==> src/rtl/fifo_uart_tx_if.sv <==
// FIFO-to-UART transmitter bus bundle.
//   enable    : transmit permission (driven by master)
//   empty     : upstream FIFO empty flag (driven by master)
//   fifo_data : upstream FIFO head byte (driven by master)
//   remove    : one-cycle pop strobe back to the FIFO (driven by slave)
//   tx        : serial line, idle high (driven by slave)
//   busy      : frame in progress (driven by slave)
interface fifo_uart_tx_if;
   logic       enable;
   logic       empty;
   logic [7:0] fifo_data;
   logic       remove;
   logic       tx;
   logic       busy;

   modport master (
      output enable, empty, fifo_data,
      input  remove, tx, busy
   );

   modport slave (
      input  enable, empty, fifo_data,
      output remove, tx, busy
   );
endinterface

==> src/rtl/fifo_uart_tx.sv <==
// Pops bytes from an upstream FIFO and sends them as 8N1 UART frames.
//   ck    : system clock, rising edge
//   reset : asynchronous active-high reset
//   bus   : slave side of fifo_uart_tx_if (enable/empty/fifo_data in,
//           remove/tx/busy out); tx and busy are registered, remove is
//           combinational from state and FIFO flags.
module fifo_uart_tx #(
   parameter int unsigned CLKS_PER_BIT = 4
) (
   input  logic           ck,
   input  logic           reset,
   fifo_uart_tx_if.slave  bus
);

   localparam int unsigned CNT_W = (CLKS_PER_BIT > 2) ? $clog2(CLKS_PER_BIT) : 1;
   localparam logic [CNT_W-1:0] CNT_LAST = CNT_W'(CLKS_PER_BIT - 1);

   typedef enum logic [1:0] {
      IDLE  = 2'd0,
      START = 2'd1,
      DATA  = 2'd2,
      STOP  = 2'd3
   } state_t;

   state_t           state, state_nxt;
   logic [CNT_W-1:0] cnt, cnt_nxt;
   logic [2:0]       idx, idx_nxt;
   logic [7:0]       shift, shift_nxt;
   logic             tx_q, tx_nxt;
   logic             busy_q, busy_nxt;
   logic             bit_done;
   logic             fetch;

   assign bit_done = (cnt == CNT_LAST);
   // Reset gating keeps the pop strobe quiet while reset holds state at IDLE.
   assign fetch    = (state == IDLE) && bus.enable && !bus.empty && !reset;

   assign bus.remove = fetch;
   assign bus.tx     = tx_q;
   assign bus.busy   = busy_q;

   // State and datapath registers
   always_ff @(posedge ck or posedge reset) begin
      if (reset) begin
         state  <= IDLE;
         cnt    <= '0;
         idx    <= '0;
         shift  <= '0;
         tx_q   <= 1'b1;
         busy_q <= 1'b0;
      end else begin
         state  <= state_nxt;
         cnt    <= cnt_nxt;
         idx    <= idx_nxt;
         shift  <= shift_nxt;
         tx_q   <= tx_nxt;
         busy_q <= busy_nxt;
      end
   end

   // Next-state logic
   always_comb begin
      state_nxt = state;
      case (state)
         IDLE:    if (fetch) state_nxt = START;
         START:   if (bit_done) state_nxt = DATA;
         DATA:    if (bit_done && (idx == 3'd7)) state_nxt = STOP;
         STOP:    if (bit_done) state_nxt = IDLE;
         default: state_nxt = IDLE;
      endcase
   end

   // Datapath and registered-output next values
   always_comb begin
      cnt_nxt   = cnt;
      idx_nxt   = idx;
      shift_nxt = shift;
      tx_nxt    = tx_q;
      busy_nxt  = busy_q;
      case (state)
         IDLE: begin
            cnt_nxt  = '0;
            idx_nxt  = '0;
            tx_nxt   = 1'b1;
            busy_nxt = 1'b0;
            if (fetch) begin
               shift_nxt = bus.fifo_data;
               tx_nxt    = 1'b0;
               busy_nxt  = 1'b1;
            end
         end
         START: begin
            if (bit_done) begin
               cnt_nxt = '0;
               idx_nxt = '0;
               tx_nxt  = shift[0];
            end else begin
               cnt_nxt = CNT_W'(cnt + 1'b1);
            end
         end
         DATA: begin
            if (bit_done) begin
               cnt_nxt = '0;
               if (idx == 3'd7) begin
                  tx_nxt = 1'b1;
               end else begin
                  idx_nxt = 3'(idx + 3'd1);
                  tx_nxt  = shift[3'(idx + 3'd1)];
               end
            end else begin
               cnt_nxt = CNT_W'(cnt + 1'b1);
            end
         end
         STOP: begin
            if (bit_done) begin
               cnt_nxt  = '0;
               busy_nxt = 1'b0;
            end else begin
               cnt_nxt = CNT_W'(cnt + 1'b1);
            end
         end
         default: begin
            cnt_nxt  = '0;
            tx_nxt   = 1'b1;
            busy_nxt = 1'b0;
         end
      endcase
   end

endmodule

==> src/flat_wrapper.sv <==
// flat-port wrapper written by rule: the top's interface ports become plain ports
module fifo_uart_tx_flat 
#(
   parameter int unsigned CLKS_PER_BIT = 4
)
  (ck, reset, bus_enable, bus_empty, bus_fifo_data, bus_remove, bus_tx, bus_busy);
  fifo_uart_tx_if bus_i ();
  input  logic ck;
  input  logic reset;
  input wire logic [$bits(bus_i.enable)-1:0] bus_enable;
  input wire logic [$bits(bus_i.empty)-1:0] bus_empty;
  input wire logic [$bits(bus_i.fifo_data)-1:0] bus_fifo_data;
  output wire logic [$bits(bus_i.remove)-1:0] bus_remove;
  output wire logic [$bits(bus_i.tx)-1:0] bus_tx;
  output wire logic [$bits(bus_i.busy)-1:0] bus_busy;
  assign bus_i.enable = bus_enable;
  assign bus_i.empty = bus_empty;
  assign bus_i.fifo_data = bus_fifo_data;
  assign bus_remove = bus_i.remove;
  assign bus_tx = bus_i.tx;
  assign bus_busy = bus_i.busy;
  fifo_uart_tx #(.CLKS_PER_BIT(CLKS_PER_BIT)) u_core (.ck(ck), .reset(reset), .bus(bus_i));
endmodule
==> config.mk <==
export PLATFORM = sky130hd
export DESIGN_NAME = fifo_uart_tx_flat
export DESIGN_NICKNAME = d
export VERILOG_FILES = /design/src/rtl/fifo_uart_tx_if.sv /design/src/rtl/fifo_uart_tx.sv /design/src/flat_wrapper.sv
export SDC_FILE = /design/constraint.sdc
export NUM_CORES = 1
export LEC_CHECK = 0
export ABC_AREA = 1
export BUFFER_PORTS_ARGS = -buffer_cell sky130_fd_sc_hd__buf_2
export CORE_MARGIN = 4
export CORE_UTILIZATION = 30
export DETAILED_ROUTE_END_ITERATION = 10
export GPL_TIMING_DRIVEN = 0
export SETUP_SLACK_MARGIN = 0.4
export SLEW_MARGIN = 20
export SYNTH_ARGS = -nofsm -noshare
export SYNTH_HDL_FRONTEND = slang
export SYNTH_SLANG_ARGS = --single-unit
==> constraint.sdc <==
create_clock -name ck -period 1.8 [get_ports ck]
set_input_delay 0.09 -clock ck [delete_from_list [all_inputs] [get_ports ck]]
set_output_delay 0.09 -clock ck [all_outputs]
set_load 0.01 [all_outputs]
== After elaboration in Yosys (flattened, before gate mapping) ==
Index checks and enable logic that the tools add are counted.

* Bits in registers: 17
* Bits of input ports: 12
* Output and inout port bits: 3
* Logic and storage cells: 56

* Add/sub/neg operators: 2
* $lt $le $gt $ge: 1
* Equality and inequality tests: 11
* Mux-type cells: 21
* Reductions and logical operators: 15

{| class="wikitable"
|+ Operators by type and width
! cell !! number
|-
| 2-to-1 mux 2 bit || 5
|-
| 2-to-1 mux 3 bit || 3
|-
| case mux 3 bit (3 select lines) || 1
|-
| != test 2 x 1 -> 1 bit, second input constant || 4
|-
| case mux 2 bit (4 select lines) || 1
|-
| AND reduction 4 bit || 2
|-
| 2-to-1 mux 1 bit || 7
|-
| equality test 2 bit, second input constant || 3
|-
| logical AND 1 bit || 4
|-
| less-than comparator 3 x 4 -> 1 bit, second input constant || 1
|-
| != test 2 bit, second input constant || 2
|-
| case mux 2 bit (2 select lines) || 1
|-
| AND reduction 2 bit || 2
|-
| adder 3 x 1 -> 3 bit, second input constant || 1
|-
| binary-select mux 1 bit (select 3 bit) || 1
|-
| equality test 3 bit, second input constant || 1
|-
| case mux 1 bit (3 select lines) || 1
|-
| AND reduction 3 bit || 1
|-
| nonzero test 3 bit || 1
|-
| OR reduction 3 bit || 1
|-
| adder 2 x 1 -> 2 bit, second input constant || 1
|-
| equality test 2 x 1 -> 1 bit, second input constant || 1
|-
| zero test 1 bit || 2
|-
| zero test 2 bit || 1
|-
| 2 further kinds || 2
|}

== Longest topological paths before layout ==
* Word-level depth: 6
* Depth in mapped cells: 9

== Least setup slack after synthesis ==
OpenSTA, ideal clock, no wires.

* Path type: register to register
* Start point: register u_core.state[0]
* End point: register u_core.state[0]
* Library setup time: 0.121 ns
* Arrival time: 1.342 ns
* Setup slack: 0.337 ns
* Cell stages (with the launch flop): 10
* Cells stage by stage: dfrtp_1 > inv_1 > ha_1 > nand2_1 > nor3_2 > inv_2 > a21oi_1 > nand2_1 > nand2_1 > o21ai_1

* Longest elaborated chain between the ends: 6
* Elaborated cells on any way between the ends: 13
* Those cells by class: 7 x eq/ne; 1 x mux; 5 x reduce/logical

{| class="wikitable"
|+ RTL lines
! element !! line !! text
|-
| from (decl) || fifo_uart_tx.sv:25 || <nowiki>state_t state, state_nxt;</nowiki>
|-
| from (signal assigned) || fifo_uart_tx.sv:52 || <nowiki>state <= state_nxt;</nowiki>
|-
| zero test 2 bit || fifo_uart_tx.sv:36, fifo_uart_tx.sv:64 ||
|-
| logical AND 1 bit (3 in series) || fifo_uart_tx.sv:36 || <nowiki>assign fetch = (state == IDLE) && bus.enable && !bus.empty && !reset;</nowiki>
|-
| != test 2 bit (no line) || n/a ||
|-
| AND reduction 4 bit (no line) || n/a ||
|}

Several ways; a longest one is shown, not always the timed one.
A chain may end at the register's enable or synchronous reset.

== Worst setup path in the final report ==
* Start point: register u_core.state[1]
* End point: output bus_remove

* Longest elaborated chain between the ends: 4

{| class="wikitable"
|+ RTL lines
! element !! line !! text
|-
| zero test 2 bit || fifo_uart_tx.sv:36 ||
|-
| logical AND 1 bit (3 in series) || fifo_uart_tx.sv:36 ||
|-
| to (decl) || flat_wrapper.sv:13 || <nowiki>output wire logic [$bits(bus_i.remove)-1:0] bus_remove;</nowiki>
|}

No other way between the ends.

==> flow_summary.json <==
{
  "start_kind": "flop",
  "start_util": 0.3220,
  "crit_slowest_cell": "dfrtp_1",
  "syn_avg_cell_area_sq_um": 8.066,
  "use_met3": 0.02158,
  "synth-seq-area-share": 0.4723,
  "avgViaCountPerCell": 4.824,
  "antenna_found_initial": 0,
  "crit_path_end": "bus_remove",
  "synth_nets": 132,
  "placed_cells": 157,
  "dr.pass1.iters": 4,
  "n_antenna_cell": 0,
  "port_buffers": 14,
  "num_io_pins": 15,
  "gp_congestion": 0.8556,
  "final.setup.tns_ns": 0,
  "worst_hold_slack_ns": -0.0003113,
  "post-route-min-period_ns": 1.505,
  "r2r_start": "u_core.state[1]",
  "area_growth_pct": 59.28,
  "crit_path_start": "u_core.state[1]",
  "cts_root_buffer": "clkbuf_4",
  "grt_use_met2": 0.1884,
  "nets": 172,
  "drt_iter0_markers": 8,
  "grt_busiest_layer": "met2",
  "die_h_um": 62.88,
  "status": "finished, violations left",
  "ys_types": 17,
  "grt_pass1_wl_mm": 3.553,
  "fp.coreArea_sq_um": 2805,
  "rsz0062_at_grt": "yes",
  "synth_edf_count": 0,
  "ys_warn_count": 0,
  "cp_common_cell": "buf_6",
  "hp-class": "in -> reg",
  "ff2ff_setup_slack_ns": 0.30,
  "worstPathRequired_ns": 1.71,
  "cts_tree": "done",
  "pre_cts_slack_ns": 0.1735,
  "grt_max_degree": 18,
  "p_leak_nw": 0.6928,
  "netlist_top_cells_area": "dfrtp_1 44%, nand2_1 18%, ha_1 11%",
  "grt_pass1_vias": 832,
  "final-max-slew-violation-count": 0,
  "cts_buffer_depth": 2,
  "finalSetupViolations": 0,
  "ff2ff_path_depth": 10,
  "ys_seq_elements": 17,
  "path_max_fanout": 4,
  "violations": "negative hold slack",
  "ctsHtreeMaxLevel": 1,
  "hold_violations": 1,
  "worstMarginPinSlew_ns": 0.6400,
  "maxCapViolCount": 0,
  "avgRoutedWirePerCell_um": 12.42,
  "die_x_um": 62.88,
  "grt_overflow": 0,
  "final.setup_skew_ns": 0.002556,
  "synth.cell_area_sq_um": 903.4,
  "synthArstFlopShare": 1.000,
  "dieArea_sq_um": 3953,
  "drc": 0,
  "numCtsBuffers": 3,
  "cts.sinks": 17,
  "final_cells": 182,
  "critPathKind": "reg -> out",
  "clk_latency_ns": 0.29,
  "post-route-period-util": 0.8360,
  "wl_mm": 2.261,
  "max_freq_ghz": 0.6645,
  "ys.flop_type": "dfrtp_1",
  "dpl.hpwl_mm": 1.319,
  "clkTransAtPathRegs_ns": 0.10,
  "path_cells": "inv_2, ha_4, nand2_4, nor3_4, buf_6, buf_6",
  "ir_drop_uv": 814.1,
  "rr_endpoint": "u_core.state[0]",
  "netlist_instances": 112,
  "arrival_ns": 1.41,
  "layout-drive-gt1-share": 0.4901,
  "track_usage": 0.1135,
  "fp-row-count": 19,
  "yosysTopAreaCellShare": 0.4432,
  "synth_common_cells": "43 x nand2_1, 16 x dfrtp_1, 13 x inv_1",
  "timing.slew.headroom": 0.5729,
  "grt_use_met1": 0.1342,
  "synth_most_common_cell": "nand2_1",
  "yosysTopAreaCell": "dfrtp_1",
  "powerDensity_nw_per_um2": 1557,
  "postRouteAntennaNets": 0,
  "via_count": 878,
  "critPathMaxStageDelay_ns": 0.41,
  "cp-end-kind": "primary output",
  "fin_ws_ns": 0.2952
}
==> critical path, delay by kind of cell, from the launching register on <==
family	cells	cell delay, ns
fa+ha+maj	1	0.15
flops	1	0.41
simple gates	2	0.23
buf+inv	3	0.33
==> state kept, by name, indices dropped and copies added, names as in the netlist <==
signal and count:
u_core.shift 8, u_core.state 2, u_core.idx 3, u_core.bus.busy 1, u_core.cnt 2, u_core.bus.tx 1
==> layout make-up <==
| cell class | count | area (sq um) |
|---|---|---|
| inverter | 14 | 62.56 |
| tap | 31 | 38.79 |
| multi-input combinational | 79 | 576.8 |
| buffer | 2 | 22.52 |
| sequential | 17 | 427.9 |
| timing repair buffer | 35 | 284.0 |
| fill | 247 | 1366 |
| clock buffer | 4 | 26.28 |
==> routing by layer <==
layer,wire (um),vias up,share of wire
met4,71,0,0.031
met5,0,-,0
met3,69,8,0.031
met2,1182,21,0.52
met1,938,411,0.41
li1,-,438,-
==> through the flow <==
stage / cell area, sq um / utilization / hold slack [ns] / power [mW]
final: 1439 / 0.5129 / -0.0003113 / 2.241
after global routing: 1439 / 0.5129 / 0.002063 / 2.427
after floorplan: 919.6 / - / 0.01534 / 1.271
after detailed placement: 1028 / 0.3666 / 0.2277 / 1.460
after CTS: 1265 / 0.4509 / 0.0006009 / 1.871
after global placement: 1028 / 0.3666 / 0.2151 / 1.421
==> repair_timing <==
action / CTS / global route
pin swaps: 6 / 17
hold buffers: 6 / 0
hold endpoints to repair: 21 / 0
gates cloned: 1 / 0
endpoints found under the setup margin: 16 / 16
resized for setup: 24 / 37
buffers inserted: 10 / 4
==> cell families (layout without fill, tap and decap cells) <==
family,after synthesis,after routing,synth area share
simple gates,56,56,0.2535
flops,17,17,0.4723
buf+inv,16,55,0.06925
compound gates,15,15,0.09418
fa+ha+maj,8,8,0.1108
==> cell usage in the layout (no fill, tap or decap), drive strengths merged <==
cell type / n
dlygate4sd3: 6
a21oi: 5
buf: 31
nor3: 2
dfstp: 1
dfrtp: 16
inv: 14
nand2: 43
ha: 8
nand3: 9
o211ai: 1
nor2: 2
clkbuf: 4
a221oi: 1
o21ai: 8
==> how the worst min path moves through the flow <==
stage	end	slack, ns	cells after the start	startpoint
after floorplan	u_core.bus.busy	0.02	1	reset
after global placement	u_core.shift[0]	0.22	2	reset
after detailed placement	u_core.cnt[0]	0.23	2	reset
after CTS	u_core.shift[3]	0.0006	3	bus_fifo_data[3]
after global routing	u_core.shift[3]	0.002	3	bus_fifo_data[3]
final	u_core.shift[2]	-0.0003	3	bus_fifo_data[2]
==> power breakdown <==
| part | switching (mW) | total, mW | internal (mW) |
|---|---|---|---|
| combinational | 0.722 | 1.37 | 0.644 |
| clock | 0.119 | 0.205 | 0.0862 |
| sequential | 0.112 | 0.669 | 0.558 |
(Power assumes the default switching activity.)
